**src/rtl/enc_pkg.sv**
```systemverilog
// Shared state encoding and default widths for the sequential priority encoder.
package enc_pkg;

    typedef enum logic [1:0] {
        IDLE = 2'd0,
        SCAN = 2'd1,
        DONE = 2'd2
    } enc_state_t;

    localparam int ENC_N_IN  = 8;
    localparam int ENC_OUT_W = 3;

endpackage

```
**src/rtl/encoder_8_3_seq_prio_find.sv**
```systemverilog
// Purpose: combinational search for the highest-priority set bit of a pending vector.
// Latency: zero cycles (pure combinational).
// Backpressure: none; the caller decides when the result is consumed.
module prio_find #(
    parameter int N_IN       = 8,
    parameter int OUT_W      = 3,
    parameter int HIGH_FIRST = 1
) (
    input  logic [N_IN-1:0]  i_pend,
    output logic [OUT_W-1:0] o_idx,
    output logic             o_any
);

    // Later loop iterations overwrite earlier ones, so the loop runs from
    // lowest to highest priority and the winner is the last hit.
    always_comb begin
        o_idx = '0;
        o_any = |i_pend;
        if (HIGH_FIRST != 0) begin
            for (int i = 0; i < N_IN; i++) begin
                if (i_pend[i]) o_idx = OUT_W'(i);
            end
        end else begin
            for (int i = N_IN - 1; i >= 0; i--) begin
                if (i_pend[i]) o_idx = OUT_W'(i);
            end
        end
    end

endmodule

```
**src/rtl/encoder_8_3_seq.sv**
```systemverilog
// Purpose: captures a request vector on E and emits the index of each set bit, priority order.
// Latency: load edge -> first valid index next cycle; one Done cycle after the last accept.
// Backpressure: Out/V held stable while Rdy=0. Optional Cnt popcount port under ENC_COUNT_EN.
module encoder_8_3_seq
    import enc_pkg::*;
#(
    parameter int N_IN       = ENC_N_IN,
    parameter int OUT_W      = ENC_OUT_W,
    parameter int HIGH_FIRST = 1
) (
    input  logic             clka,
    input  logic             rst,
    input  logic             E,
    input  logic [N_IN-1:0]  In,
    input  logic             Rdy,
    output logic [OUT_W-1:0] Out,
    output logic             V,
    output logic             Busy,
    output logic             Done
`ifdef ENC_COUNT_EN
    ,
    output logic [OUT_W:0]   Cnt
`endif
);

    enc_state_t       r_state;
    enc_state_t       w_state_nxt;
    logic [N_IN-1:0]  r_pend;
    logic [N_IN-1:0]  w_pend_nxt;
    logic [N_IN-1:0]  w_onehot;
    logic [N_IN-1:0]  w_pend_clr;
    logic [OUT_W-1:0] w_idx;
    logic             w_any;

    prio_find #(
        .N_IN       (N_IN),
        .OUT_W      (OUT_W),
        .HIGH_FIRST (HIGH_FIRST)
    ) u_prio_find (
        .i_pend (r_pend),
        .o_idx  (w_idx),
        .o_any  (w_any)
    );

    assign w_onehot   = N_IN'(1) << w_idx;
    assign w_pend_clr = r_pend & ~w_onehot;

    always_ff @(posedge clka) begin
        if (rst) begin
            r_state <= IDLE;
            r_pend  <= '0;
        end else begin
            r_state <= w_state_nxt;
            r_pend  <= w_pend_nxt;
        end
    end

    always_comb begin
        w_state_nxt = r_state;
        w_pend_nxt  = r_pend;
        case (r_state)
            IDLE: begin
                if (E) begin
                    if (|In) begin
                        w_pend_nxt  = In;
                        w_state_nxt = SCAN;
                    end else begin
                        // Empty vector still reports completion.
                        w_state_nxt = DONE;
                    end
                end
            end
            SCAN: begin
                if (Rdy) begin
                    w_pend_nxt = w_pend_clr;
                    if (w_pend_clr == '0) w_state_nxt = DONE;
                end
            end
            DONE:    w_state_nxt = IDLE;
            default: w_state_nxt = IDLE;
        endcase
    end

    assign V    = (r_state == SCAN) && w_any;
    assign Out  = V ? w_idx : '0;
    assign Busy = (r_state != IDLE);
    assign Done = (r_state == DONE);

`ifdef ENC_COUNT_EN
    logic [OUT_W:0] r_cnt;
    logic [OUT_W:0] w_popcnt;

    always_comb begin
        w_popcnt = '0;
        for (int i = 0; i < N_IN; i++) begin
            w_popcnt = w_popcnt + {{OUT_W{1'b0}}, In[i]};
        end
    end

    always_ff @(posedge clka) begin
        if (rst) begin
            r_cnt <= '0;
        end else if (r_state == IDLE && E) begin
            r_cnt <= w_popcnt;
        end
    end

    assign Cnt = r_cnt;
`endif

endmodule

```
**config.mk**
```make
export PLATFORM = sky130hd
export DESIGN_NAME = encoder_8_3_seq
export DESIGN_NICKNAME = d
export VERILOG_FILES = /design/src/rtl/enc_pkg.sv /design/src/rtl/encoder_8_3_seq_prio_find.sv /design/src/rtl/encoder_8_3_seq.sv
export SDC_FILE = /design/constraint.sdc
export NUM_CORES = 1
export LEC_CHECK = 0
export BUFFER_PORTS_ARGS = -buffer_cell sky130_fd_sc_hd__buf_4
export CORE_MARGIN = 2
export CORE_UTILIZATION = 44
export DETAILED_ROUTE_END_ITERATION = 8
export PLACE_DENSITY = 0.72
export SYNTH_ARGS = -nofsm -noshare
export SYNTH_HDL_FRONTEND = slang
export SYNTH_SLANG_ARGS = --single-unit
```
**constraint.sdc**
```tcl
create_clock -name clka -period 2 [get_ports clka]
set_input_delay 0.5 -clock clka [delete_from_list [all_inputs] [get_ports clka]]
set_output_delay 0.5 -clock clka [all_outputs]
set_load 0.005 [all_outputs]
```
==> results_dict.tcl, run 1 <==
set metrics [dict create \
    status "finished with violations" \
    violations "setup timing" \
    syn_area_per_cell_um2 7.929 \
    finalCritPeriodShare_pct 122.9 \
    tightest_slew_ns 0.7443 \
    nets 120 \
    cts_sinks 10 \
    hp-start "rst" \
    drive_above_1_share_pct 31.78 \
    clkLatencyLatePin_ns 0.26 \
    finalHoldViolCount 0 \
    layout_setup_ws_ns -0.4583 \
    hold_path_class "input port to register" \
    synth_nets 92 \
    setup_violations 2 \
    fin_area_um2 869.6 \
    dp_cells 118 \
    cp_num_buf_inv 1 \
    setup.worst_path.class "register to primary output" \
    synth_area_um2 634.4 \
    clk_path_buf_depth 2 \
    grt_max_degree 13 \
    r2r_start "r_pend[4]$_SDFFE_PP0P_" \
    grt_usage_pct 20.90 \
    cp_data_arrival_time_ns 1.96 \
    ios 18 \
    slowest_stage "or4_4" \
    areaGrowthSynthToFinish_pct 37.08 \
    first_global_vias 660 \
    grt_pass1_wl_um 2884 \
    holdBufCountCts 0 \
    place_hpwl_um 1319 \
    reg2reg_to "r_pend[1]$_SDFFE_PP0P_" \
    ant_nets 0 \
    antenna_found_initial 0 \
    drtIter0Drc 23 \
    rows 13 \
    synth_edf_count 0 \
    fin_crit_ns 2.458 \
    r2r_cells 5 \
    die_x_um 41.97 \
    cts_inserted_buffers 3 \
    ir_drop_mv 0.4452 \
    dp_slack_ns -0.1587 \
    post_cts_buffers 0 \
    max_freq_mhz 406.8 \
    via_count 721 \
    seq_area_frac_synth_pct 31.56 \
    r2r_setup_slack_ns 0.26 \
    clk_pin_slew_ns 0.07 \
    crit_path_end_kind "primary output" \
    die_area_um2 1761 \
    viasPerCell 5.910 \
    postSynthCellCount 80 \
    cts_root_buffer "clkbuf_4" \
    drtPass1Iterations 4 \
    powerDensity_nw_per_um2 706.3 \
    die_y_um 41.97 \
    htree_levels 1 \
    rsz0062_at_grt "true" \
    cp-start-kind "register" \
    tritoncts "built" \
    insertedDiodeCount 0 \
    fillers 121 \
    slew_headroom_pct 50.38 \
    yosysWarnings 0 \
    cts_resized 0 \
    grt_overflow 0 \
    max-cap-violations 0 \
    wl_um 1728 \
    ys_types 33 \
    initial_core_util_pct 48.15 \
    leakagePower_nw 0.3518 \
    path_delay_family "simple AND/OR/NAND/NOR gates" \
    layoutNonFillerInstCount 122 \
    cp_slowest_stage_delay_ns 0.53 \
    remaining_drc_errors 0 \
    min_to "r_state[0]$_SDFFE_PP0P_" \
    gp_congestion 0.8406 \
    drv_slew 0 \
    finClkSkew_ns 0.0006572 \
    coreArea_um2 1318 \
    hold_depth 2 \
    required_ns 1.50 \
    ys_ff_latch 10 \
    cp_max_fo 2 \
    portBuffers 17 \
    synth_top_flop_cell "dfxtp_1" \
    async_flop_share_pct 0 \
    wl_per_cell_um 14.16 \
    placedInstanceArea_um2 832.0 \
    cp_cell_sequence "or4_4 > or3_4 > o31a_1 > o21a_1 > buf_4" \
    fin_util_pct 66.00 \
]
## cells in the mapped netlist, types with 2 or more instances
library cell / number / area [um2]
nand2_1: 5 / 18.77
a311oi_1: 4 / 35.03
nor2b_1: 3 / 18.77
dfxtp_1: 10 / 200.2
inv_1: 2 / 7.510
a211oi_1: 4 / 30.03
nand2b_1: 3 / 18.77
a21oi_1: 12 / 60.06
or4_1: 2 / 15.01
o21ai_0: 4 / 20.02
a22oi_1: 3 / 22.52
nor2_1: 7 / 26.28
## flip-flops by register name (all words and copies together), names as in the netlist
name,flops
r_pend,8
r_state,2
## metrics by stage
stage                     TNS [ns]  power, mW  hold WS, ns
after detailed placement   -0.2265     0.4297       0.5534
final                      -0.8240     0.6142       0.4882
after global placement     -0.2150     0.4268       0.5359
after CTS                  -0.8168     0.6144       0.4903
after global routing       -0.9130     0.6496       0.4910
after floorplan           -0.07792     0.3429       0.5111
## cells by family after synthesis
| family | synth area share (%) |
|---|---|
| buffers and inverters | 3.747 |
| flip-flops | 31.56 |
| multiplexers | 1.578 |
| AND/OR/NAND/NOR | 24.66 |
| AO/OA/AOI/OAI | 38.46 |
## cells in the final DEF, fill, tap and decap left out
cell type	instances
buf_4	26
a21oi_1	12
dfxtp_1	9
nor2_1	7
nand2_1	5
o21ai_0	4
a211oi_1	4
a311oi_1	4
nand2b_1	3
nor2b_1	3
a22oi_1	3
clkbuf_4	3
inv_1	2
or4_1	2
or2_2	1
or4_4	1
or3_4	1
and2b_1	1
o31a_1	1
o21bai_1	1
o21a_1	1
a2111oi_0	1
a211o_1	1
o41ai_1	1
or2_1	1
o21ai_1	1
and4_1	1
nand3b_1	1
mux2i_1	1
o22ai_1	1
a21o_1	1
o31ai_1	1
clkbuf_8	1
dfxtp_2	1
## routing by layer
metal	GRT usage (%)	wire [um]	vias to the layer above
met3	3.879	132	0
li1	-	-	362
met4	5.161	0	0
met5	0	0	-
met1	28.57	795	327
met2	33.75	800	32
## how the worst max path moves through the flow
stage	start	end	slack [ns]	cells after the start
after detailed placement	r_pend[4]$_SDFFE_PP0P_	Out[0]	-0.16	5
after global routing	r_pend[4]$_SDFFE_PP0P_	Out[0]	-0.51	5
final	r_pend[4]$_SDFFE_PP0P_	Out[0]	-0.46	5
after CTS	r_pend[4]$_SDFFE_PP0P_	Out[0]	-0.46	5
after global placement	r_pend[4]$_SDFFE_PP0P_	Out[0]	-0.15	5
after floorplan	r_pend[4]$_SDFFE_PP0P_	Out[0]	-0.08	4
## final cells by class
type | instances | area (um2) | area share, %
Multi-Input combinational cell | 65 | 410.4 | 47.19
Sequential cell | 10 | 201.4 | 23.17
Timing Repair Buffer | 26 | 195.2 | 22.45
Clock buffer | 4 | 36.28 | 4.173
Tap cell | 15 | 18.77 | 2.158
Inverter | 2 | 7.507 | 0.8633
## worst reg2reg max path, stage by stage, from the launching register on
cell      delay (ns)
dfxtp_1         0.31
or4_4           0.53
or3_4           0.34
buf_4           0.14
a22oi_1         0.17
a211oi_1        0.09
## where the power goes
group          total, mW  internal [mW]  leakage, nW  switching, mW
combinational      0.198          0.106        0.249         0.0920
sequential         0.231          0.214       0.0821         0.0164
clock              0.186          0.110       0.0210         0.0754
total              0.614          0.430        0.352          0.184
Power figures use the tool's default switching activity.
==> run 2, diff against run 1 <==
CORE_AREA = 2 2 39 41   (was default)
CORE_MARGIN = default   (was 2)
CORE_UTILIZATION = default   (was 44)
DIE_AREA = 0 0 41 43   (was default)
PLACE_DENSITY = 0.74   (was 0.72)
clock period = 2.6 ns   (was 2 ns; I/O delays follow)
==> results_dict.tcl, run 2 (synthesis results as in run 1) <==
set metrics [dict create \
    power_frac_seq_pct 43.4 \
    fin_crit_ns 2.676 \
    finClkSkew_ns 0.002396 \
    largest_reg_flops 8 \
    powerDensity_nw_per_um2 523.8 \
    p_comb_share_pct 30.4 \
    r2r_setup_slack_ns 0.94 \
    layout_common_cells "buf_4, a21oi_1, nor2_1, dfxtp_1, nand2_1" \
    ios 18 \
    die_x_um 41 \
    insertedDiodeCount 0 \
    hold_path_class "register to register" \
    first_global_vias 654 \
    portBuffers 17 \
    status "finished with violations" \
    cts_inserted_buffers 3 \
    wl_um 1759 \
    drtPass1Iterations 4 \
    htree_levels 1 \
    switching_share_pct 32.68 \
    switchingPower_mw 0.1382 \
    clockPowerShare_pct 26.2 \
    crit_end "Out[0]" \
    grt_usage_pct 23.19 \
    ir_drop_mv 0.3034 \
    finalHoldViolCount 0 \
    tightest_slew_ns 0.7555 \
    drv_slew 0 \
    coreArea_um2 1384 \
    remaining_drc_errors 0 \
    max_freq_mhz 373.6 \
    p_int_mw 0.2846 \
    ant_nets 0 \
    max-cap-violations 0 \
    die_y_um 43 \
    violations "setup timing" \
    slew_headroom_pct 49.63 \
    largest-register "r_pend" \
    clk_pin_slew_ns 0.07 \
    gp_congestion 0.8442 \
    grt_pass1_wl_um 2760 \
    tritoncts "built" \
    holdBufCountCts 0 \
    reg2reg_to "r_pend[1]$_SDFFE_PP0P_" \
    fin_util_pct 58.32 \
    place_hpwl_um 1208 \
    grt_max_degree 14 \
    rows 14 \
    hp-start "r_pend[5]$_SDFFE_PP0P_" \
    crit_path_end_kind "primary output" \
    antenna_found_initial 0 \
    cp-start-kind "register" \
    r2r_start "r_pend[5]$_SDFFE_PP0P_" \
    areaGrowthSynthToFinish_pct 27.22 \
    wl_per_cell_um 15.30 \
    cts_root_buffer "clkbuf_4" \
    clkLatencyLatePin_ns 0.27 \
    clk_path_buf_depth 2 \
    drive_above_1_share_pct 28.28 \
    drtIter0Drc 27 \
    viasPerCell 6.087 \
    reg_top3 "r_pend x8, r_state x2" \
    r2r_cells 4 \
    die_area_um2 1763 \
    cts_sinks 10 \
    required_ns 1.95 \
    cp_data_arrival_time_ns 2.03 \
    layout_commonest_cell "buf_4" \
    layout_setup_ws_ns -0.07643 \
    fin_setup_tns_ns -0.07643 \
    setup.worst_path.class "register to primary output" \
    nets 113 \
    initial_core_util_pct 45.84 \
    rsz0062_at_grt "true" \
    startpoint "r_pend[5]$_SDFFE_PP0P_" \
    via_count 700 \
    cp_max_fo 6 \
    finalCritPeriodShare_pct 102.9 \
    leakagePower_nw 0.3093 \
    grt_overflow 0 \
    setup_violations 1 \
]
-- run 2: changes by cell type in the layout (fill, tap and decap cells not counted) --
| cell | previous run | this run |
|---|---|---|
| buf_4 | 26 | 19 |
| dfxtp_1 | 9 | 7 |
| clkbuf_8 | 1 | 0 |
| dfxtp_2 | 1 | 3 |
-- run 2: worst max-delay path, cell delays in order (launching register included) --
cell	delay, ns
dfxtp_2	0.35
or4_4	0.53
or3_4	0.35
o31a_1	0.27
o21a_1	0.12
buf_4	0.13
-- run 2: what timing repair did --
item	in CTS	in global routing
buffers inserted	1	0
gates resized for setup	2	1
setup endpoints to repair	1	2
pin swaps	0	0
-- run 2: layout make-up --
| cell class | count | area, um2 |
|---|---|---|
| multi-input cells | 65 | 410.4 |
| clock buffers | 3 | 22.52 |
| fillers | 141 | 576.8 |
| flip-flops and latches | 10 | 203.9 |
| well taps | 16 | 20.02 |
| inverters | 2 | 7.507 |
| repair buffers | 19 | 142.6 |
-- run 2: worst min-delay path by stage --
stage	endpoint	slack, ns	cells after the start
2_1_floorplan	r_pend[7]$_SDFFE_PP0P_	0.51	2
3_3_place_gp	r_pend[5]$_SDFFE_PP0P_	0.53	2
3_5_place_dp	r_pend[7]$_SDFFE_PP0P_	0.55	2
4_1_cts	r_pend[5]$_SDFFE_PP0P_	0.53	2
5_1_grt	r_pend[5]$_SDFFE_PP0P_	0.57	2
6_report	r_pend[5]$_SDFFE_PP0P_	0.53	2
-- run 2: power by group through the flow --
| stage | sequential (mW) | combinational (mW) | clock, mW |
|---|---|---|---|
| floorplan | 0.178 | 0.0853 | 0 |
| global placement | 0.185 | 0.122 | 0 |
| detailed placement | 0.186 | 0.123 | 0 |
| CTS | 0.182 | 0.127 | 0.110 |
| global route | 0.185 | 0.141 | 0.118 |
| finish | 0.184 | 0.128 | 0.111 |
-- run 2: stage by stage --
step	hold slack (ns)	instances	power, mW	setup slack [ns]	instance area [um2]
floorplan	0.5111	80	0.2637	0.3721	634.4
global placement	0.5330	111	0.3064	0.2331	773.2
detailed placement	0.5540	111	0.3087	0.2226	773.2
CTS	0.5299	115	0.4187	-0.04494	805.8
global route	0.5718	115	0.4439	-0.1099	807.0
finish	0.5269	115	0.4227	-0.07643	807.0
-- run 2: layer usage --
metal | wire [um] | vias to the layer above | track usage (%)
met5 | 0 | - | 0
met1 | 808 | 325 | 29.26
met2 | 827 | 24 | 33.75
met3 | 95 | 4 | 6.283
li1 | - | 347 | -
met4 | 27 | 0 | 13.33
